==> src/rtl/codifica_hamming_serial_pkg.sv <==
// Shared definitions for the Hamming(15,11) serial encoder.
// Holds the word sizes, the codeword bit indices of the four parity bits,
// the bit-counter reset value and the serializer FSM state type.
package codifica_hamming_serial_pkg;

    localparam int HAMMING_DADOS   = 11;
    localparam int HAMMING_PALAVRA = 15;

    // Codeword bit index of each parity bit (bit 14 = Hamming position 1)
    localparam int P1_IDX = 14;
    localparam int P2_IDX = 13;
    localparam int P4_IDX = 11;
    localparam int P8_IDX = 7;

    localparam int           CNT_W       = 4;
    localparam logic [3:0]   CNT_INICIAL = 4'(HAMMING_PALAVRA - 1);

    typedef enum logic {
        OCIOSO   = 1'b0,
        ENVIANDO = 1'b1
    } estado_t;

endpackage

==> src/rtl/codifica_hamming_serial_gera_hamming.sv <==
// gera_hamming: purely combinational Hamming(15,11) encoder, even parity.
// Output bit 14 is Hamming position 1, bit 0 is position 15, so it can be
// fed directly to the matching 15->11 corrector.
module gera_hamming
    import codifica_hamming_serial_pkg::*;
(
    input  logic [HAMMING_DADOS-1:0]   dado,
    output logic [HAMMING_PALAVRA-1:0] palavra
);

    logic [HAMMING_PALAVRA-1:0] w_dados;

    // Scatter the data bits into the non-power-of-two positions
    always_comb begin
        w_dados       = '0;
        w_dados[12]   = dado[10];
        w_dados[10:8] = dado[9:7];
        w_dados[6:0]  = dado[6:0];
    end

    // Each parity bit makes its covered group XOR to zero
    always_comb begin
        palavra         = w_dados;
        palavra[P1_IDX] = ^{w_dados[12], w_dados[10], w_dados[8], w_dados[6],
                            w_dados[4],  w_dados[2],  w_dados[0]};
        palavra[P2_IDX] = ^{w_dados[12], w_dados[9],  w_dados[8], w_dados[5],
                            w_dados[4],  w_dados[1],  w_dados[0]};
        palavra[P4_IDX] = ^{w_dados[10], w_dados[9],  w_dados[8], w_dados[3],
                            w_dados[2],  w_dados[1],  w_dados[0]};
        palavra[P8_IDX] = ^{w_dados[6],  w_dados[5],  w_dados[4], w_dados[3],
                            w_dados[2],  w_dados[1],  w_dados[0]};
    end

endmodule

==> src/rtl/codifica_hamming_serial.sv <==
// codifica_hamming_serial: accepts an 11-bit word (valid/ready), encodes it
// as a Hamming(15,11) codeword held in palavra, and shifts it out MSB first
// on a valid/ready serial stream. A new word can be taken on the same edge
// that consumes the last bit, so frames may run back to back.
// Optional build macro: HAMMING_ERROR_INJECT_EN adds err_pos, which flips
// codeword bit (15 - err_pos) before it is loaded (0 = no flip).
module codifica_hamming_serial
    import codifica_hamming_serial_pkg::*;
(
    input  logic                       clk,
    input  logic                       rst_n,
    input  logic [HAMMING_DADOS-1:0]   dado,
    input  logic                       dado_valid,
    output logic                       dado_ready,
`ifdef HAMMING_ERROR_INJECT_EN
    input  logic [3:0]                 err_pos,
`endif
    output logic [HAMMING_PALAVRA-1:0] palavra,
    output logic                       tx_bit,
    output logic                       tx_valid,
    input  logic                       tx_ready,
    output logic                       tx_first,
    output logic                       tx_last
);

    estado_t                    r_estado;
    logic [CNT_W-1:0]           r_cnt;
    logic [HAMMING_PALAVRA-1:0] r_palavra;
    logic                       r_tx_bit;
    logic                       r_tx_valid;
    logic                       r_tx_first;
    logic                       r_tx_last;

    logic [HAMMING_PALAVRA-1:0] w_codigo;
    logic [HAMMING_PALAVRA-1:0] w_carga;
    logic                       w_aceita;
    estado_t                    w_estado_nxt;
    logic [CNT_W-1:0]           w_cnt_nxt;
    logic [HAMMING_PALAVRA-1:0] w_pal_nxt;
    logic                       w_envia_nxt;

    gera_hamming u_gera_hamming (
        .dado    (dado),
        .palavra (w_codigo)
    );

`ifdef HAMMING_ERROR_INJECT_EN
    logic [3:0]                 w_err_bit;
    logic [HAMMING_PALAVRA-1:0] w_mascara;
    assign w_err_bit = 4'd15 - err_pos;
    assign w_mascara = (err_pos != 4'd0) ? (15'd1 << w_err_bit) : '0;
    assign w_carga   = w_codigo ^ w_mascara;
`else
    assign w_carga   = w_codigo;
`endif

    // Ready when idle, or when the last bit is being consumed this cycle
    assign dado_ready = rst_n && ((r_estado == OCIOSO) || ((r_cnt == '0) && tx_ready));
    assign w_aceita   = dado_valid && dado_ready;

    // Next state: load on accept, count down only on a consumed bit
    always_comb begin
        w_estado_nxt = r_estado;
        w_cnt_nxt    = r_cnt;
        w_pal_nxt    = r_palavra;
        if (r_estado == OCIOSO) begin
            if (w_aceita) begin
                w_estado_nxt = ENVIANDO;
                w_cnt_nxt    = CNT_INICIAL;
                w_pal_nxt    = w_carga;
            end
        end else if (tx_ready) begin
            if (r_cnt == '0) begin
                if (w_aceita) begin
                    w_cnt_nxt = CNT_INICIAL;
                    w_pal_nxt = w_carga;
                end else begin
                    w_estado_nxt = OCIOSO;
                end
            end else begin
                w_cnt_nxt = r_cnt - 4'd1;
            end
        end
        w_envia_nxt = (w_estado_nxt == ENVIANDO);
    end

    // FSM state plus registered serial outputs derived from the next state
    always_ff @(posedge clk or negedge rst_n) begin
        if (!rst_n) begin
            r_estado   <= OCIOSO;
            r_cnt      <= '0;
            r_palavra  <= '0;
            r_tx_bit   <= 1'b0;
            r_tx_valid <= 1'b0;
            r_tx_first <= 1'b0;
            r_tx_last  <= 1'b0;
        end else begin
            r_estado   <= w_estado_nxt;
            r_cnt      <= w_cnt_nxt;
            r_palavra  <= w_pal_nxt;
            r_tx_bit   <= w_envia_nxt && w_pal_nxt[w_cnt_nxt];
            r_tx_valid <= w_envia_nxt;
            r_tx_first <= w_envia_nxt && (w_cnt_nxt == CNT_INICIAL);
            r_tx_last  <= w_envia_nxt && (w_cnt_nxt == '0);
        end
    end

    assign palavra  = r_palavra;
    assign tx_bit   = r_tx_bit;
    assign tx_valid = r_tx_valid;
    assign tx_first = r_tx_first;
    assign tx_last  = r_tx_last;

endmodule

==> config.mk <==
export PLATFORM = sky130hd
export DESIGN_NAME = codifica_hamming_serial
export DESIGN_NICKNAME = d
export VERILOG_FILES = /design/src/rtl/codifica_hamming_serial_pkg.sv /design/src/rtl/codifica_hamming_serial_gera_hamming.sv /design/src/rtl/codifica_hamming_serial.sv
export SDC_FILE = /design/constraint.sdc
export NUM_CORES = 1
export LEC_CHECK = 0
export ABC_AREA = 1
export CAP_MARGIN = 15
export CORE_UTILIZATION = 52
export DETAILED_ROUTE_END_ITERATION = 8
export PLACE_DENSITY_LB_ADDON = 0.05
export SLEW_MARGIN = 10
export SYNTH_ARGS = -nofsm -noshare
export SYNTH_HDL_FRONTEND = slang
export SYNTH_HIERARCHICAL = 1
export SYNTH_SLANG_ARGS = --single-unit
==> constraint.sdc <==
create_clock -name clk -period 2.3 [get_ports clk]
set_input_delay 0.46 -clock clk [delete_from_list [all_inputs] [get_ports clk]]
set_output_delay 0.46 -clock clk [all_outputs]
set_load 0.005 [all_outputs]
==> impl_metrics.prom, run 1 <==
# TYPE chip_impl_metric gauge
chip_impl_metric{name="post-dp-hpwl",unit="µm"} 3363
chip_impl_metric{name="grt_first_pass_wirelength",unit="µm"} 6831
chip_impl_metric{name="power",unit="mW"} 2.569
chip_impl_info{name="outcome",value="complete, no violations"} 1
chip_impl_info{name="yosys-top-cells-area",value="sky130_fd_sc_hd__dfrtp_1 32%, sky130_fd_sc_hd__nand2_1 27%, sky130_fd_sc_hd__inv_1 8.1%, sky130_fd_sc_hd__nand3_1 7.2%, sky130_fd_sc_hd__buf_4 4.6%"} 1
chip_impl_metric{name="drv_cap",unit=""} 0
chip_impl_metric{name="worst_skew_pair.late_latency",unit="ns"} 0.30
chip_impl_metric{name="synth_area",unit="µm²"} 1813
chip_impl_metric{name="antenna_found_initial",unit=""} 0
chip_impl_info{name="synth_top_flop_cell",value="sky130_fd_sc_hd__dfrtp_1"} 1
chip_impl_metric{name="grt_pass1_vias",unit=""} 1682
chip_impl_metric{name="place_inst",unit=""} 389
chip_impl_metric{name="initial_utilization",unit=""} 0.5433
chip_impl_metric{name="grt-ovfl-total",unit=""} 0
chip_impl_metric{name="finalSetupViolCount",unit=""} 0
chip_impl_info{name="synth_largest_area_cell",value="sky130_fd_sc_hd__dfrtp_1"} 1
chip_impl_metric{name="netlist-cell-type-count",unit=""} 28
chip_impl_info{name="cp-start-kind",value="register"} 1
chip_impl_metric{name="largest_net_degree_at_the_start_of_global_routing",unit=""} 22
chip_impl_metric{name="p_leak",unit="nW"} 1.395
chip_impl_metric{name="cts_sinks",unit=""} 23
chip_impl_metric{name="final_period_utilization",unit=""} 0.9273
chip_impl_metric{name="detailedRoute.firstPassIterationCount",unit=""} 5
chip_impl_metric{name="final_max_tran_viols",unit=""} 0
chip_impl_metric{name="ys_async_sr_fraction",unit=""} 1.000
chip_impl_metric{name="io_pins",unit=""} 35
chip_impl_metric{name="finalClockSkew",unit="ns"} 0.001337
chip_impl_metric{name="synth.yosys.seq_area_share",unit=""} 0.3175
chip_impl_metric{name="synth_top_area_share",unit=""} 0.3175
chip_impl_metric{name="fmax",unit="MHz"} 468.9
chip_impl_info{name="tritoncts",value="done"} 1
chip_impl_metric{name="fin_tns_setup",unit="ns"} 0
chip_impl_metric{name="postRouteWirelength",unit="µm"} 4202
chip_impl_metric{name="slew-limit-headroom",unit=""} 0.8295
chip_impl_metric{name="power.density",unit="nW/µm²"} 1066
chip_impl_metric{name="die-height",unit="µm"} 61.05
chip_impl_metric{name="count_of_inserted_antenna_diode_cells",unit=""} 0
chip_impl_metric{name="std_cell_core_area",unit="µm²"} 3337
chip_impl_metric{name="detail_route.wl_per_cell",unit="µm"} 10.61
chip_impl_metric{name="ffs_latches_synth",unit=""} 23
chip_impl_metric{name="via_count",unit=""} 1855
chip_impl_metric{name="areaGrowthSynthToFinish",unit="%"} 32.92
chip_impl_metric{name="vdd.ir_drop.worst",unit="mV"} 0.4093
chip_impl_metric{name="layout_min_cycle_time",unit="ns"} 2.133
chip_impl_metric{name="cp_data_arrival_time",unit="ns"} 1.67
chip_impl_metric{name="synth_warnings",unit=""} 6
chip_impl_metric{name="holdBufCountCts",unit=""} 0
chip_impl_metric{name="globalplace.congestion",unit=""} 0.9381
chip_impl_metric{name="die_width",unit="µm"} 61.05
chip_impl_info{name="critPathCaptureType",value="primary output"} 1
chip_impl_metric{name="clk_path_buf_depth",unit=""} 2
chip_impl_metric{name="cts.htree.levels",unit=""} 1
chip_impl_metric{name="tritoncts.num_buffers",unit=""} 3
chip_impl_metric{name="final_routed_drc_violation_total",unit=""} 0
chip_impl_metric{name="slew_worst_pin",unit="ns"} 0.2531
chip_impl_metric{name="routed_via_density",unit=""} 4.684
chip_impl_metric{name="place.port_buffers",unit=""} 34
chip_impl_metric{name="final_hold_viol_count",unit=""} 0
chip_impl_metric{name="die-area",unit="µm²"} 3726
chip_impl_metric{name="syn_nets",unit=""} 305
chip_impl_metric{name="drt_first_iter_violations",unit=""} 90
chip_impl_metric{name="layout.nets",unit=""} 368
chip_impl_metric{name="num_rows",unit=""} 21
chip_impl_metric{name="drive_above_1_share",unit=""} 0.1914
chip_impl_metric{name="clkSlewWorstSetupHoldPaths",unit="ns"} 0.13
chip_impl_info{name="setup_repair_after_global_routing_missed_its_margin",value="no"} 1
chip_impl_metric{name="critPathRequiredTime",unit="ns"} 1.84
chip_impl_info{name="hold_crit_path_type",value="reg -> reg"} 1
chip_impl_metric{name="layoutNonFillerInstCount",unit=""} 396
chip_impl_metric{name="synth_enable_flop_cells",unit=""} 0
chip_impl_metric{name="postRouteAntennaNets",unit=""} 0
chip_impl_metric{name="synthesis.instances",unit=""} 288
chip_impl_metric{name="grt_util_all_layers",unit=""} 0.2425
chip_impl_metric{name="cp_max_fo",unit=""} 3
chip_impl_metric{name="avgSynthCellArea",unit="µm²"} 6.295
chip_impl_info{name="cts_root_buffer",value="sky130_fd_sc_hd__clkbuf_4"} 1
chip_impl_info{name="crit_type",value="reg -> out"} 1
[worst max-delay path: stages, from the launching register on]
cell and delay (ns):
sky130_fd_sc_hd__dfrtp_1 0.42, sky130_fd_sc_hd__inv_1 0.09, sky130_fd_sc_hd__ha_1 0.14, sky130_fd_sc_hd__inv_1 0.04, sky130_fd_sc_hd__nor2_2 0.13, sky130_fd_sc_hd__nand2_2 0.09
sky130_fd_sc_hd__nand2_4 0.08, sky130_fd_sc_hd__inv_1 0.06, sky130_fd_sc_hd__nor2_1 0.07, sky130_fd_sc_hd__dlygate4sd2_1 0.24
[per-layer routing]
metal	GRT usage	vias up	routed length, µm
li1	-	993	-
met1	0.3047	824	1933
met2	0.4503	36	2145
met3	0.02521	2	97
met4	0.04545	0	25
met5	0	-	0
[cells by family (layout without fill, tap and decap cells)]
logic type | count (synthesis) | count (layout) | share of synthesized area
AND/OR/NAND/NOR | 187 | 187 | 0.4576
buffers and inverters | 60 | 122 | 0.1567
flip-flops | 23 | 23 | 0.3175
AO/OA/AOI/OAI | 15 | 15 | 0.04969
adder cells (fa/ha/maj) | 2 | 2 | 0.01380
XOR/XNOR | 1 | 1 | 0.004832
[cell usage in the layout (no fill, tap or decap), types with 4 or more instances in the layout]
cell / Yosys / layout
sky130_fd_sc_hd__clkdlybuf4s50_1: 0 / 33
sky130_fd_sc_hd__nor2_1: 8 / 7
sky130_fd_sc_hd__nand2_1: 131 / 131
sky130_fd_sc_hd__o21ai_0: 5 / 5
sky130_fd_sc_hd__a21oi_1: 4 / 4
sky130_fd_sc_hd__nand3_1: 26 / 26
sky130_fd_sc_hd__inv_2: 7 / 7
sky130_fd_sc_hd__inv_1: 39 / 39
sky130_fd_sc_hd__dfrtp_1: 23 / 23
sky130_fd_sc_hd__buf_4: 11 / 37
sky130_fd_sc_hd__nand2_2: 8 / 8
sky130_fd_sc_hd__nand2_4: 4 / 4
[final timing paths]
path	start	to	slack (ns)	depth (start not counted)
setup / recovery	r_cnt[0]	dado_ready	0.17	9
hold / removal	palavra[11]	palavra[11]	0.54	2
setup reg to reg	r_cnt[0]	tx_bit	0.19	17
hold reg to reg	palavra[11]	palavra[11]	0.54	2
max in group asynchronous	rst_n	palavra[4]	1.41	2
min in group asynchronous	rst_n	palavra[7]	0.60	2
[Yosys cell counts, drive strengths merged (2+ instances only)]
master	n
dfrtp	23
buf	12
ha	2
inv	46
nand4	2
nor2	11
a21oi	4
nor4	2
nand2	143
o21ai	7
nand3	28
[stage by stage]
step | hold slack (ns) | instance area [µm²] | setup WS, ns | util
floorplan | 0.1644 | 1813 | 0.3513 | -
global placement | 0.5027 | 2359 | -0.08350 | 0.7068
detailed placement | 0.5061 | 2359 | -0.1361 | 0.7068
CTS | 0.5416 | 2395 | 0.1804 | 0.7177
global route | 0.5662 | 2410 | 0.01098 | 0.7222
finish | 0.5383 | 2410 | 0.1672 | 0.7222
[report_power, final]
part / internal (mW) / switching (mW) / total (mW)
registers: 0.587 / 0.117 / 0.704
logic: 0.829 / 0.849 / 1.68
clock network: 0.0649 / 0.123 / 0.188
total: 1.48 / 1.09 / 2.57
[registers in the layout, indices dropped and copies added, names as in the netlist]
register and flops:
palavra 15, tx_last 1, r_cnt 4, tx_bit 1
tx_valid 1, tx_first 1
[what timing repair did]
action	4_1_cts	5_1_grt
setup endpoints to repair	1	1
resized for setup	2	0
setup buffers	1	2
hold endpoints to repair	0	0
pin swaps	0	0
[area by class of cell]
class	count	area [µm²]
fill	305	927.1
inverter	47	176.4
sequential	23	575.6
clock inverter	1	5.005
tap	46	57.56
multi-input combinational	205	955.9
timing repair buffer	71	616.8
clock buffer	3	22.52
No activity file was read; power rests on OpenSTA's default activity.
==> inputs of run 2 (changes only) <==
--- a/config.mk
+++ b/config.mk
@@ -6,10 +6,12 @@
 export NUM_CORES = 1
 export LEC_CHECK = 0
 export ABC_AREA = 1
+export ABC_CLOCK_PERIOD_IN_PS = 2300
 export CAP_MARGIN = 15
 export CORE_UTILIZATION = 52
 export DETAILED_ROUTE_END_ITERATION = 8
 export PLACE_DENSITY_LB_ADDON = 0.05
+export SETUP_SLACK_MARGIN = 0.05
 export SLEW_MARGIN = 10
 export SYNTH_ARGS = -nofsm -noshare
 export SYNTH_HDL_FRONTEND = slang
==> run 2 against run 1 <==
- global-route usage stayed put
- sequential share of layout area is 0.23 points lower
- largest cell class unchanged
- clock skew is 0.0063 ns higher
- critical endpoint unchanged
- worst hold slack hardly changed
- first-iteration DRC count is 13% higher
- non-clock buffer count is 1 higher
- utilization is 0.71 points higher
- highest routed layer unchanged
- register-to-register slack better by 0.06 ns
- worst setup slack better by 0.028 ns
==> impl_metrics.prom, run 2 (synthesis results as in run 1) <==
# TYPE chip_impl_metric gauge
chip_impl_metric{name="postRouteWirelength",unit="µm"} 4301
chip_impl_metric{name="fmax",unit="MHz"} 475.1
chip_impl_metric{name="place.port_buffers",unit=""} 34
chip_impl_metric{name="std_cell_core_area",unit="µm²"} 3337
chip_impl_metric{name="areaGrowthSynthToFinish",unit="%"} 34.23
chip_impl_metric{name="final_util",unit=""} 0.7293
chip_impl_metric{name="critical_path_buf_inv_count",unit=""} 4
chip_impl_metric{name="layout.cell_area.non_filler",unit="µm²"} 2434
chip_impl_metric{name="antenna_found_initial",unit=""} 0
chip_impl_metric{name="drive_above_1_share",unit=""} 0.1960
chip_impl_metric{name="finalClockSkew",unit="ns"} 0.007626
chip_impl_metric{name="detailedRoute.firstPassIterationCount",unit=""} 4
chip_impl_metric{name="num_rows",unit=""} 21
chip_impl_metric{name="cp_max_fo",unit=""} 4
chip_impl_info{name="cts_root_buffer",value="sky130_fd_sc_hd__clkbuf_4"} 1
chip_impl_info{name="timing.critical_path.mode_cell",value="sky130_fd_sc_hd__inv_1"} 1
chip_impl_metric{name="die_width",unit="µm"} 61.05
chip_impl_metric{name="drt_first_iter_violations",unit=""} 102
chip_impl_metric{name="io_pins",unit=""} 35
chip_impl_info{name="min_delay_worst_endpoint",value="palavra[11]"} 1
chip_impl_metric{name="critPathRequiredTime",unit="ns"} 1.84
chip_impl_metric{name="finalHoldWorstSlack",unit="ns"} 0.5386
chip_impl_metric{name="grt_pass1_vias",unit=""} 1682
chip_impl_metric{name="placement.cell_area",unit="µm²"} 2359
chip_impl_metric{name="final_max_tran_viols",unit=""} 0
chip_impl_metric{name="layout.nets",unit=""} 370
chip_impl_metric{name="clkSlewWorstSetupHoldPaths",unit="ns"} 0.13
chip_impl_info{name="layout_commonest_cell",value="sky130_fd_sc_hd__nand2_1"} 1
chip_impl_metric{name="postRouteAntennaNets",unit=""} 0
chip_impl_metric{name="slew_worst_pin",unit="ns"} 0.3062
chip_impl_metric{name="holdBufCountCts",unit=""} 0
chip_impl_metric{name="worst_skew_pair.late_latency",unit="ns"} 0.31
chip_impl_info{name="crit_type",value="reg -> out"} 1
chip_impl_metric{name="final_routed_drc_violation_total",unit=""} 0
chip_impl_metric{name="cts.htree.levels",unit=""} 1
chip_impl_metric{name="routed_via_density",unit=""} 4.663
chip_impl_metric{name="power.density",unit="nW/µm²"} 1065
chip_impl_metric{name="layout.filler_cells",unit=""} 298
chip_impl_metric{name="finalSetupViolCount",unit=""} 0
chip_impl_info{name="timing.rr.end",value="tx_bit"} 1
chip_impl_info{name="timing.critical_path.cells",value="inv_1, ha_1, inv_1, nor2_2, nand2_2, nand2_4, inv_1, nor2_1, clkdlybuf4s15_1"} 1
chip_impl_info{name="worstReg2RegStart",value="r_cnt[0]"} 1
chip_impl_info{name="hold_crit_path_type",value="reg -> reg"} 1
chip_impl_metric{name="initial_utilization",unit=""} 0.5433
chip_impl_metric{name="cp_data_arrival_time",unit="ns"} 1.64
chip_impl_info{name="holdCritStartpoint",value="palavra[11]"} 1
chip_impl_info{name="setup_repair_after_global_routing_missed_its_margin",value="no"} 1
chip_impl_metric{name="reg2reg_setup_slack",unit="ns"} 0.25
chip_impl_info{name="cp-start-kind",value="register"} 1
chip_impl_metric{name="largest_net_degree_at_the_start_of_global_routing",unit=""} 22
chip_impl_metric{name="p_leak",unit="nW"} 1.416
chip_impl_metric{name="die-area",unit="µm²"} 3726
chip_impl_metric{name="cts_sinks",unit=""} 23
chip_impl_metric{name="final_period_utilization",unit=""} 0.9151
chip_impl_metric{name="drv_cap",unit=""} 0
chip_impl_metric{name="count_of_inserted_antenna_diode_cells",unit=""} 0
chip_impl_metric{name="largest_register_ffs",unit=""} 15
chip_impl_metric{name="final_hold_viol_count",unit=""} 0
chip_impl_metric{name="grt_first_pass_wirelength",unit="µm"} 6831
chip_impl_info{name="layout_common_cells",value="131 x sky130_fd_sc_hd__nand2_1, 39 x sky130_fd_sc_hd__inv_1, 38 x sky130_fd_sc_hd__buf_4, 31 x sky130_fd_sc_hd__clkdlybuf4s50_1, 26 x sky130_fd_sc_hd__nand3_1"} 1
chip_impl_metric{name="layout_min_cycle_time",unit="ns"} 2.105
chip_impl_metric{name="tritoncts.num_buffers",unit=""} 3
chip_impl_metric{name="post-dp-hpwl",unit="µm"} 3363
chip_impl_metric{name="detail_route.wl_per_cell",unit="µm"} 10.81
chip_impl_info{name="critPathCaptureType",value="primary output"} 1
chip_impl_metric{name="power",unit="mW"} 2.593
chip_impl_metric{name="slew-limit-headroom",unit=""} 0.7952
chip_impl_metric{name="grt-ovfl-total",unit=""} 0
chip_impl_info{name="tritoncts",value="done"} 1
chip_impl_info{name="crit_family",value="flip-flops"} 1
chip_impl_metric{name="via_count",unit=""} 1856
chip_impl_info{name="outcome",value="complete, no violations"} 1
chip_impl_metric{name="critical_path.max_stage_delay",unit="ns"} 0.40
chip_impl_metric{name="fin_tns_setup",unit="ns"} 0
chip_impl_metric{name="worst-r2r-cell-count",unit=""} 16
chip_impl_metric{name="die-height",unit="µm"} 61.05
chip_impl_metric{name="vdd.ir_drop.worst",unit="mV"} 0.4092
chip_impl_info{name="timing.critical_path.slowest_stage_cell",value="sky130_fd_sc_hd__dfrtp_1"} 1
chip_impl_metric{name="grt_util_all_layers",unit=""} 0.2425
chip_impl_metric{name="clk_path_buf_depth",unit=""} 2
chip_impl_metric{name="min_path_cells",unit=""} 2
chip_impl_metric{name="globalplace.congestion",unit=""} 0.9381
[run 2: changes by cell type in the layout (fill, tap and decap cells not counted)]
cell / delta
sky130_fd_sc_hd__dlygate4sd2_1: -1
sky130_fd_sc_hd__clkdlybuf4s15_1: +1
sky130_fd_sc_hd__dlymetal6s2s_1: +2
sky130_fd_sc_hd__nand3_2: +1
sky130_fd_sc_hd__clkdlybuf4s50_1: -2
sky130_fd_sc_hd__buf_4: +1
[run 2: per-stage QoR]
| stage | worst slack (ns) | instances |
|---|---|---|
| detailed placement | -0.1361 | 389 |
| CTS | 0.1804 | 394 |
| floorplan | 0.3513 | 288 |
| global route | 0.06463 | 398 |
| global placement | -0.08350 | 389 |
| finish | 0.1952 | 398 |
[run 2: how the worst max path moves through the flow]
stage | start | to | slack [ns] | cells after the start
finish | r_cnt[0] | dado_ready | 0.20 | 9
CTS | tx_ready | dado_ready | 0.18 | 8
global placement | dado[3] | tx_bit | -0.08 | 18
detailed placement | tx_ready | tx_bit | -0.14 | 16
floorplan | r_cnt[0] | tx_bit | 0.35 | 16
global route | dado[3] | tx_bit | 0.06 | 18
[run 2: final cells by class]
class	count	area (µm²)	area share
multi-input cells	206	965.9	0.3969
clock buffers	3	22.52	0.009255
clock inverters	1	5.005	0.002057
flip-flops and latches	23	575.6	0.2365
inverters	47	176.4	0.07249
repair buffers	72	630.6	0.2591
well taps	46	57.56	0.02365
[run 2: timing repair]
item / in CTS / in global routing
cloned: 0 / 1
gates resized for setup: 2 / 3
setup endpoints to repair: 1 / 2
endpoints found under the hold margin: 0 / 0
buffers inserted: 1 / 3
[run 2: metal layers]
layer	wire, µm	vias up	global-route usage
met3	125	2	0.02521
met5	0	-	0
li1	-	999	-
met4	25	0	0.04545
met2	2216	39	0.4503
met1	1933	816	0.3047
[run 2: power by group]
| group | leakage [nW] | switching (mW) | internal (mW) |
|---|---|---|---|
| sequential | 0.270 | 0.113 | 0.587 |
| combinational | 1.13 | 0.862 | 0.841 |
| clock | 0.0177 | 0.125 | 0.0649 |
| total | 1.42 | 1.10 | 1.49 |
[run 2: worst reg2reg max path: stages (launching register included)]
cell	delay, ns
sky130_fd_sc_hd__dfrtp_1	0.40
sky130_fd_sc_hd__inv_1	0.09
sky130_fd_sc_hd__ha_1	0.14
sky130_fd_sc_hd__inv_1	0.04
sky130_fd_sc_hd__nor2_2	0.13
sky130_fd_sc_hd__nand2_2	0.09
sky130_fd_sc_hd__nand2_4	0.10
sky130_fd_sc_hd__buf_4	0.13
sky130_fd_sc_hd__o211ai_1	0.09
sky130_fd_sc_hd__nand2_2	0.19
sky130_fd_sc_hd__nor2_1	0.08
sky130_fd_sc_hd__a21oi_1	0.18
sky130_fd_sc_hd__nand3_1	0.10
sky130_fd_sc_hd__nand2_1	0.06
sky130_fd_sc_hd__nand2_1	0.05
sky130_fd_sc_hd__nand2_1	0.07
sky130_fd_sc_hd__nor2_2	0.03
